**src/rtl/mul_seq_pkg.sv**
```systemverilog
// mul_seq_pkg: shared types and constants for the column-serial Wallace multiplier
package mul_seq_pkg;
  localparam int MUL_SEQ_W       = 8;
  localparam int MUL_SEQ_COL_NUM = 16;
  localparam int MUL_SEQ_COL_W   = $clog2(MUL_SEQ_COL_NUM);
  localparam int MUL_SEQ_CRY_W   = 6;
  typedef enum logic [1:0] {S_IDLE, S_COL, S_DONE} mul_seq_state_e;
endpackage

```
**src/rtl/add_01bit_full.sv**
```systemverilog
// add_01bit_full: single-bit full adder
module add_01bit_full (
  input  logic i_a,
  input  logic i_b,
  input  logic i_cin,
  output logic o_sum,
  output logic o_cry
);
  assign o_sum = i_a ^ i_b ^ i_cin;
  assign o_cry = (i_a & i_b) | (i_a & i_cin) | (i_b & i_cin);
endmodule

```
**src/rtl/mul_01bitx08_wallace.sv**
```systemverilog
// mul_01bitx08_wallace: one product column, 8 partial products plus 6 incoming carries
// reduced to a sum/carry pair and 6 carries into the next column.
module mul_01bitx08_wallace (
  input  logic [7:0] i_num,
  input  logic [5:0] i_cry_06bit,
  output logic       o_res,
  output logic       o_cry,
  output logic [5:0] o_cry_06bit
);
  logic w_s0, w_s1, w_s2, w_s3, w_s4, w_s5;
  function automatic logic [1:0] fa(input logic a, input logic b, input logic c);
    return {(a & b) | (a & c) | (b & c), a ^ b ^ c};
  endfunction
  // incoming carries enter at the later tree levels to balance depth
  assign {o_cry_06bit[0], w_s0} = fa(i_num[0], i_num[1], i_num[2]);
  assign {o_cry_06bit[1], w_s1} = fa(i_num[3], i_num[4], i_num[5]);
  assign {o_cry_06bit[2], w_s2} = fa(w_s0, w_s1, i_num[6]);
  assign {o_cry_06bit[3], w_s3} = fa(i_num[7], i_cry_06bit[0], i_cry_06bit[1]);
  assign {o_cry_06bit[4], w_s4} = fa(w_s2, w_s3, i_cry_06bit[2]);
  assign {o_cry_06bit[5], w_s5} = fa(i_cry_06bit[3], i_cry_06bit[4], i_cry_06bit[5]);
  assign o_res = w_s4 ^ w_s5;
  assign o_cry = w_s4 & w_s5;
endmodule

```
**src/rtl/mul_08bitx08_wallace_seq.sv**
```systemverilog
// mul_08bitx08_wallace_seq: column-serial 8x8 multiplier, one Wallace column per cycle.
// Define MUL_SEQ_SIGNED_EN for the i_sign port and Baugh-Wooley signed products.
module mul_08bitx08_wallace_seq
  import mul_seq_pkg::*;
(
  input  logic                     i_clk,
  input  logic                     i_rst_n,
  input  logic                     i_valid,
  output logic                     o_ready,
  input  logic [MUL_SEQ_W-1:0]     i_mul_a,
  input  logic [MUL_SEQ_W-1:0]     i_mul_b,
`ifdef MUL_SEQ_SIGNED_EN
  input  logic                     i_sign,
`endif
  output logic                     o_valid,
  input  logic                     i_ready,
  output logic [2*MUL_SEQ_W-1:0]   o_res,
  output logic                     o_busy
);
  mul_seq_state_e r_state, w_state_nxt;
  logic [MUL_SEQ_W-1:0] r_a, r_b, w_pp;
  logic [MUL_SEQ_COL_W-1:0] r_col;
  logic [MUL_SEQ_CRY_W-1:0] r_cry_06bit, w_cry_06bit;
  logic [2*MUL_SEQ_W-1:0] r_res;
  logic r_c_prev, r_add_cry, w_slice_res, w_slice_cry, w_add_sum, w_add_cry, w_sign, w_accept;
  function automatic logic [MUL_SEQ_W-1:0] pp_gate(input logic [MUL_SEQ_W-1:0] a,
      input logic [MUL_SEQ_W-1:0] b, input logic [MUL_SEQ_COL_W-1:0] k, input logic sgn);
    logic [MUL_SEQ_W-1:0] pp;
    int j;
    pp = '0;
    for (int i = 0; i < MUL_SEQ_W; i++) begin
      j = int'(k) - i;
      if (j >= 0 && j < MUL_SEQ_W)
        pp[i] = (a[i] & b[j[2:0]]) ^ (sgn & ((i == MUL_SEQ_W - 1) != (j == MUL_SEQ_W - 1)));
    end
    // Baugh-Wooley correction constants 2^8 and 2^15 use the otherwise empty pp[0] slot
    if (sgn && (k == 4'd8 || k == 4'd15)) pp[0] = 1'b1;
    return pp;
  endfunction
`ifdef MUL_SEQ_SIGNED_EN
  logic r_sign;
  always_ff @(posedge i_clk or negedge i_rst_n)
    if (!i_rst_n) r_sign <= 1'b0;
    else if (w_accept) r_sign <= i_sign;
  assign w_sign = r_sign;
`else
  assign w_sign = 1'b0;
`endif
  assign w_accept = i_valid && o_ready;
  assign w_pp = pp_gate(r_a, r_b, r_col, w_sign);
  assign o_res = r_res;
  mul_01bitx08_wallace u_slice (
    .i_num       (w_pp),
    .i_cry_06bit (r_cry_06bit),
    .o_res       (w_slice_res),
    .o_cry       (w_slice_cry),
    .o_cry_06bit (w_cry_06bit)
  );
  add_01bit_full u_add (
    .i_a   (w_slice_res),
    .i_b   (r_c_prev),
    .i_cin (r_add_cry),
    .o_sum (w_add_sum),
    .o_cry (w_add_cry)
  );
  always_ff @(posedge i_clk or negedge i_rst_n)
    if (!i_rst_n) r_state <= S_IDLE;
    else r_state <= w_state_nxt;
  always_comb begin
    w_state_nxt = r_state;
    o_ready = r_state == S_IDLE;
    o_busy = r_state == S_COL;
    o_valid = r_state == S_DONE;
    w_state_nxt = (o_ready && i_valid) ? S_COL :
                  (o_busy && r_col == MUL_SEQ_COL_W'(MUL_SEQ_COL_NUM - 1)) ? S_DONE :
                  (o_valid && i_ready) ? S_IDLE : r_state;
  end
  always_ff @(posedge i_clk or negedge i_rst_n)
    if (!i_rst_n) begin
      r_a <= '0;
      r_b <= '0;
      r_col <= '0;
      r_cry_06bit <= '0;
      r_c_prev <= 1'b0;
      r_add_cry <= 1'b0;
      r_res <= '0;
    end else if (w_accept) begin
      r_a <= i_mul_a;
      r_b <= i_mul_b;
      r_col <= '0;
      r_cry_06bit <= '0;
      r_c_prev <= 1'b0;
      r_add_cry <= 1'b0;
      r_res <= '0;
    end else if (o_busy) begin
      r_res[r_col] <= w_add_sum;
      r_c_prev <= w_slice_cry;
      r_add_cry <= w_add_cry;
      r_cry_06bit <= w_cry_06bit;
      r_col <= r_col + 1'b1;
    end
endmodule

```
**config.mk**
```make
export PLATFORM = sky130hd
export DESIGN_NAME = mul_08bitx08_wallace_seq
export DESIGN_NICKNAME = d
export VERILOG_FILES = /design/src/rtl/mul_seq_pkg.sv /design/src/rtl/add_01bit_full.sv /design/src/rtl/mul_01bitx08_wallace.sv /design/src/rtl/mul_08bitx08_wallace_seq.sv
export SDC_FILE = /design/constraint.sdc
export NUM_CORES = 1
export LEC_CHECK = 0
export BUFFER_PORTS_ARGS = -buffer_cell sky130_fd_sc_hd__clkbuf_2
export CAP_MARGIN = 25
export CELL_PAD_IN_SITES_DETAIL_PLACEMENT = 2
export CELL_PAD_IN_SITES_GLOBAL_PLACEMENT = 2
export CORE_MARGIN = 2
export CORE_UTILIZATION = 39
export CTS_BUF_LIST = sky130_fd_sc_hd__clkbuf_8 sky130_fd_sc_hd__clkbuf_16
export CTS_CLUSTER_DIAMETER = 30
export DETAILED_ROUTE_END_ITERATION = 7
export PLACE_DENSITY = 0.93
export SLEW_MARGIN = 40
export SYNTH_ARGS = -nofsm -noshare
export SYNTH_HDL_FRONTEND = slang
export SYNTH_SLANG_ARGS = --single-unit
```
**constraint.sdc**
```tcl
create_clock -name i_clk -period 9.7 [get_ports i_clk]
set_input_delay 2.425 -clock i_clk [delete_from_list [all_inputs] [get_ports i_clk]]
set_output_delay 2.425 -clock i_clk [all_outputs]
set_load 0.05 [all_outputs]
```
# Word level (Yosys, flattened, before mapping)
# Cells that the tools add are included.
# word_totals
reg_bits,46
latch_bits,0
ram_bits,0
romBits,0
inputBits,20
output_inout_bits,19
word_cells,159
n_memories,0
# op_classes
addsub,8
multipliers,0
n_div,0
order_cmp,26
eq_ne,3
shifts,0
mux,40
bitwise,59
reduce_logical,15
# ops
operator,count
greater-or-equal comparator 5 x 1 -> 1 bit (second input constant),7
< comparator 5 bit (second input constant),7
< comparator 3 x 4 -> 1 bit (second input constant),8
two-way mux 16 bit,2
AND 1 bit,30
binary-select mux 1 bit (select 3 bit),8
two-way mux 1 bit,21
subtractor 4 x 3 -> 5 bit (second input constant),4
bitwise mux 16 bit,1
XOR 1 bit,15
OR 1 bit,14
logical AND 1 bit,12
two-way mux 6 bit,2
subtractor 4 x 2 -> 5 bit (second input constant),2
greater-or-equal comparator 4 x 1 -> 1 bit (second input constant),2
two-way mux 4 bit,2
two-way mux 2 bit,3
< comparator 4 x 5 -> 1 bit (second input constant),1
subtractor 4 x 1 -> 5 bit (second input constant),1
adder 4 x 1 -> 4 bit (second input constant),1
demux 1 bit (select 4 bit),1
equality test 4 bit (second input constant),1
< comparator 4 bit (second input constant),1
nonzero test 3 bit,1
other kinds (4),4

# Longest topological paths before layout
# logic_depth
ltp_word,17
depth_mapped,19
mapped_depth_nobuf,16

# Cells and area by module
# From an unflattened synthesis, not the netlist that was laid out.
# unflattened
hier_cells,309
hier_area_um2,3004.1
# modules_own_cells
mod,instances,cells_per_inst,area_per_inst_um2
mul_08bitx08_wallace_seq,1,282,2780.2
mul_01bitx08_wallace,1,26,203.9
add_01bit_full,1,1,20.0

# Least setup slack after synthesis
# No wires, ideal clock.
# synth_timing
path_type,register to register
startpoint,register r_col[1]
endpoint,"register r_res[0], in the netlist o_res[0]"
arrival_ns,5.264
required_time_ns,9.627
slack_ns,4.363
stages_incl_launch_ff,20
n_path_buf,3
period_less_slack_ns,5.337
path_cell_list,dfrtp_1 buf_2 inv_1 ha_1 buf_4 mux2i_1 a211oi_1 a21oi_1 or4b_2 fa_1 fa_1 inv_1 fa_1 ha_1 inv_1 fa_1 inv_1 clkbuf_1 mux2i_1 nor2_1
# synth_between
elab_chain_len,17
# synth_rtl
element,line,text
from (decl),mul_08bitx08_wallace_seq.sv:22,logic [MUL_SEQ_COL_W-1:0] r_col;
from (signal assigned),mul_08bitx08_wallace_seq.sv:100,r_col <= r_col + 1'b1;
"subtractor 4 x 1 -> 5 bit, or another cell as far along",mul_08bitx08_wallace_seq.sv:32,j = int'(k) - i;
binary-select mux 1 bit (select 3 bit),mul_08bitx08_wallace_seq.sv:34,pp[i] = (a[i] & b[j[2:0]]) ^ (sgn & ((i == MUL_SEQ_W - 1) != (j == MUL_SEQ_W - 1)));
two-way mux 1 bit (implied by the code),mul_08bitx08_wallace_seq.sv:34,
AND 1 bit,mul_08bitx08_wallace_seq.sv:34,
two-way mux 1 bit,mul_08bitx08_wallace_seq.sv:33,if (j >= 0 && j < MUL_SEQ_W)
XOR 1 bit (6 in a row),mul_01bitx08_wallace.sv:12,"return {(a & b) | (a & c) | (b & c), a ^ b ^ c};"
XOR 1 bit,mul_01bitx08_wallace.sv:21,assign o_res = w_s4 ^ w_s5;
XOR 1 bit (2 in a row),add_01bit_full.sv:9,assign o_sum = i_a ^ i_b ^ i_cin;
bitwise mux 16 bit *,mul_08bitx08_wallace_seq.sv:96,r_res[r_col] <= w_add_sum;
two-way mux 16 bit *,mul_08bitx08_wallace_seq.sv:95,end else if (o_busy) begin
two-way mux 16 bit *,mul_08bitx08_wallace_seq.sv:87,end else if (w_accept) begin
"to (signal, indexed assignment)",mul_08bitx08_wallace_seq.sv:96,
to (decl),mul_08bitx08_wallace_seq.sv:24,logic [2*MUL_SEQ_W-1:0] r_res;
# Mark *: on every way between the ends. The rest lies on a longest branch, timed or not. The select of a mux whose other input is x is not followed.
# A chain may end at the register's enable or synchronous reset.

# Final worst setup path
# layout_timing
startpoint,register r_col[1]
endpoint,"register r_res[5], in the netlist o_res[5]"
# Same word-level chain as after synthesis.

==> metrics.txt <==
area of the multi-input gates 0.00166 mm^2; max layer used met4; combinational family with the most area after synthesis simple AND/OR/NAND/NOR gates; via count of the first global-routing pass 2844; TritonCTS Buffers 5; xor and xnor area share after synthesis 0.0204; Yosys top cell area share 0.392; post-synthesis net count 360; Layout area overhead 12.9%; Die W 90.8 um; RSZ-0062 raised after global routing false; Slew headroom 0.464; Synth Register Bits 46; CTS Hold Bufs 0; worst setup path end o_res[5]; Internal 0.288 mW; clock network power share 0.381; Final Util 0.455; Skew-Pair Late Insertion Delay 310 ps; status finished clean; routability cong. 0.888; FMAX 158 MHz; max_cap viols 0; overall power 0.394 mW; first-pass GRT wire length 16.0 mm; nets@finish 391; Worst Setup End Kind flop; Syn Inst Count 317; reg2reg start r_col[1]; FF/Latch Area 0.00115 mm^2; Final setup viols 0; # fillers 815; Synth Area in Compound Gates 0.0762; largest net degree at the start of global routing 47; r2r endpoint o_res[5]; Max Transition Viols Final 0; total global routing overflow 0; H-tree Lvls 2; gr usage total 0.249; Vias 2481; fraction of registers with async set/reset 1.00; R2R depth 16; final WL 9.59 mm; Max IR drop VDD 62.0 uV; wire length on met3 408 um; post-synthesis mux area share 0.144; share of cells above drive strength 1 0.172; diode count 0; initial antenna violation count 0; CTS sink count 46; Tmin final 6320 ps; Avg Inst Size Synth 9.27 um^2; sequential share of power 0.524; clock skew 7.31 ps; Simple-Gate Fraction of Synth Area 0.206; critical path data required time 9930 ps; DRC errors left 0; TNS Setup 0 ps; clk root buf clkbuf_8; Via-to-Cell Ratio 5.54; DP HPWL 6.47 mm; Main synth FF type dfrtp_1; post_cts resized 0; Final Hold Fails 0; die height 90.8 um; Worst Setup Start Kind flop; CP arrival 6550 ps; number of core rows 31; switching part of the total 0.270; WL met2 4.83 mm; Syn. warnings 0; flop2flop setup slack 3380 ps; Final Cycle Share 0.652; Tightest Hold Check Type flop to flop; hold path depth 2; met1 wire length 4.07 mm; Crit Path Class flop to flop; Critical Path Fanout Max 17; port buffer count 38; CTS Buffer Depth 2; combinational power share 0.095; Worst Tran Pin Value 800 ps; wire length per cell 21.4 um; # IOs 39; 1st-iter DRT viols 98; synth top area cells dfrtp_1, nand2_1, mux2i_1; Leak 1.68 nW; ANT nets after route 0; drt first pass iters 4; Mapped Area 0.00294 mm^2; Starting Density 0.403; Clock transition at path regs 100 ps; leading area contributor after synthesis dfrtp_1; Power per Cell Area 119 mW/mm^2; synth unique cells 39; die area 0.00825 mm^2; core area 0.00729 mm^2; crit path launch r_col[1]; CTS tree yes; sequential fraction of the synthesis area 0.392; Post-CTS Setup Inserts 0; Synth Area in Adders 0.116; P_sw 0.106 mW; number of enable flip-flop cells after synthesis 0
## layout by cell type (no fill, tap or decap), drive strengths merged, types with 4 or more instances in the layout
cell    synthesis  layout
nand2          79      79
dfrtp          46      46
clkbuf         12      43
nand3          25      25
mux2i          24      24
nor2           22      22
o21ai          16      16
ha             16      16
inv            14      15
a21oi           9       9
mux4            8       8
fa              7       7
xnor2           4       4
## power groups by stage
stage / clock network, mW / logic [mW] / registers (mW)
after floorplan: 0 / 0.0112 / 0.218
after global placement: 0 / 0.0354 / 0.209
after detailed placement: 0 / 0.0373 / 0.210
after CTS: 0.156 / 0.0381 / 0.206
after global routing: 0.161 / 0.0408 / 0.207
final: 0.150 / 0.0374 / 0.207
## metal layers
metal / track usage / vias to the layer above
met1: 0.314 / 1257
met4: 0.0833 / 0
met5: 0 / -
li1: - / 1135
met3: 0.0384 / 21
met2: 0.438 / 68
## worst max-delay path, cell delays in order (launching register included)
cell and delay [ps]:
dfrtp_1 880, inv_1 350, ha_1 640, mux2i_1 180, a211oi_1 260, a21oi_1 70, or4b_2 690, fa_1 540
fa_1 530, inv_1 60, fa_1 480, ha_1 300, inv_1 70, fa_1 430, inv_1 370, mux2i_1 190
nor2_1 180
## through the flow
step / instances / hold WS (ps) / area (um^2) / setup WS (ps)
after global routing: 448 / 565 / 3320 / 2950
final: 448 / 528 / 3320 / 3380
after floorplan: 317 / 437 / 2940 / 4360
after CTS: 448 / 518 / 3310 / 3350
after global placement: 440 / 472 / 3200 / 3870
after detailed placement: 440 / 497 / 3200 / 3550
## layout make-up
class | instances | area share
multi-input combinational | 239 | 0.501
clock inverter | 3 | 0.0132
inverter | 16 | 0.0181
tap | 99 | 0.0373
timing repair buffer | 40 | 0.0619
clock buffer | 5 | 0.0207
sequential | 46 | 0.347
## worst min-delay path by stage
stage,startpoint,to,slack [ps]
2_1_floorplan,r_a[7],r_a[7],440
3_3_place_gp,r_a[1],r_a[1],470
3_5_place_dp,r_a[6],r_a[6],500
4_1_cts,r_a[3],r_a[3],520
5_1_grt,r_cry_06bit[0],r_cry_06bit[0],570
6_report,r_a[6],r_a[6],530
## logic make-up after synthesis
kind of cell	after synthesis
and+or+nand+nor	140
DFF	46
AOI/OAI and AO/OA	38
buffers and inverters	32
muxes	32
adders and majority gates	23
xor gates and xnor gates	6
## cells in the mapped netlist, types with 2 or more instances
master and n:
xnor2_1 4, ha_1 16, nand3_1 25, o21ai_0 16, a31oi_1 2, clkinv_1 2, nand2_1 79, nor3_1 2
buf_2 2, mux2i_1 24, inv_1 14, a32oi_1 2, dfrtp_1 46, nor2b_1 2, o31ai_1 2, o2111ai_1 2
mux4_2 7, nand4_1 3, nor2_1 22, clkbuf_1 12, fa_1 7, a21oi_1 9
## flip-flops by register name (all words and copies together), names as in the netlist
| name | flops |
|---|---|
| r_cry_06bit | 6 |
| r_add_cry | 1 |
| r_b | 8 |
| o_res | 16 |
| r_state | 2 |
| r_c_prev | 1 |
| r_col | 4 |
| r_a | 8 |
(Power assumes the default switching activity.)
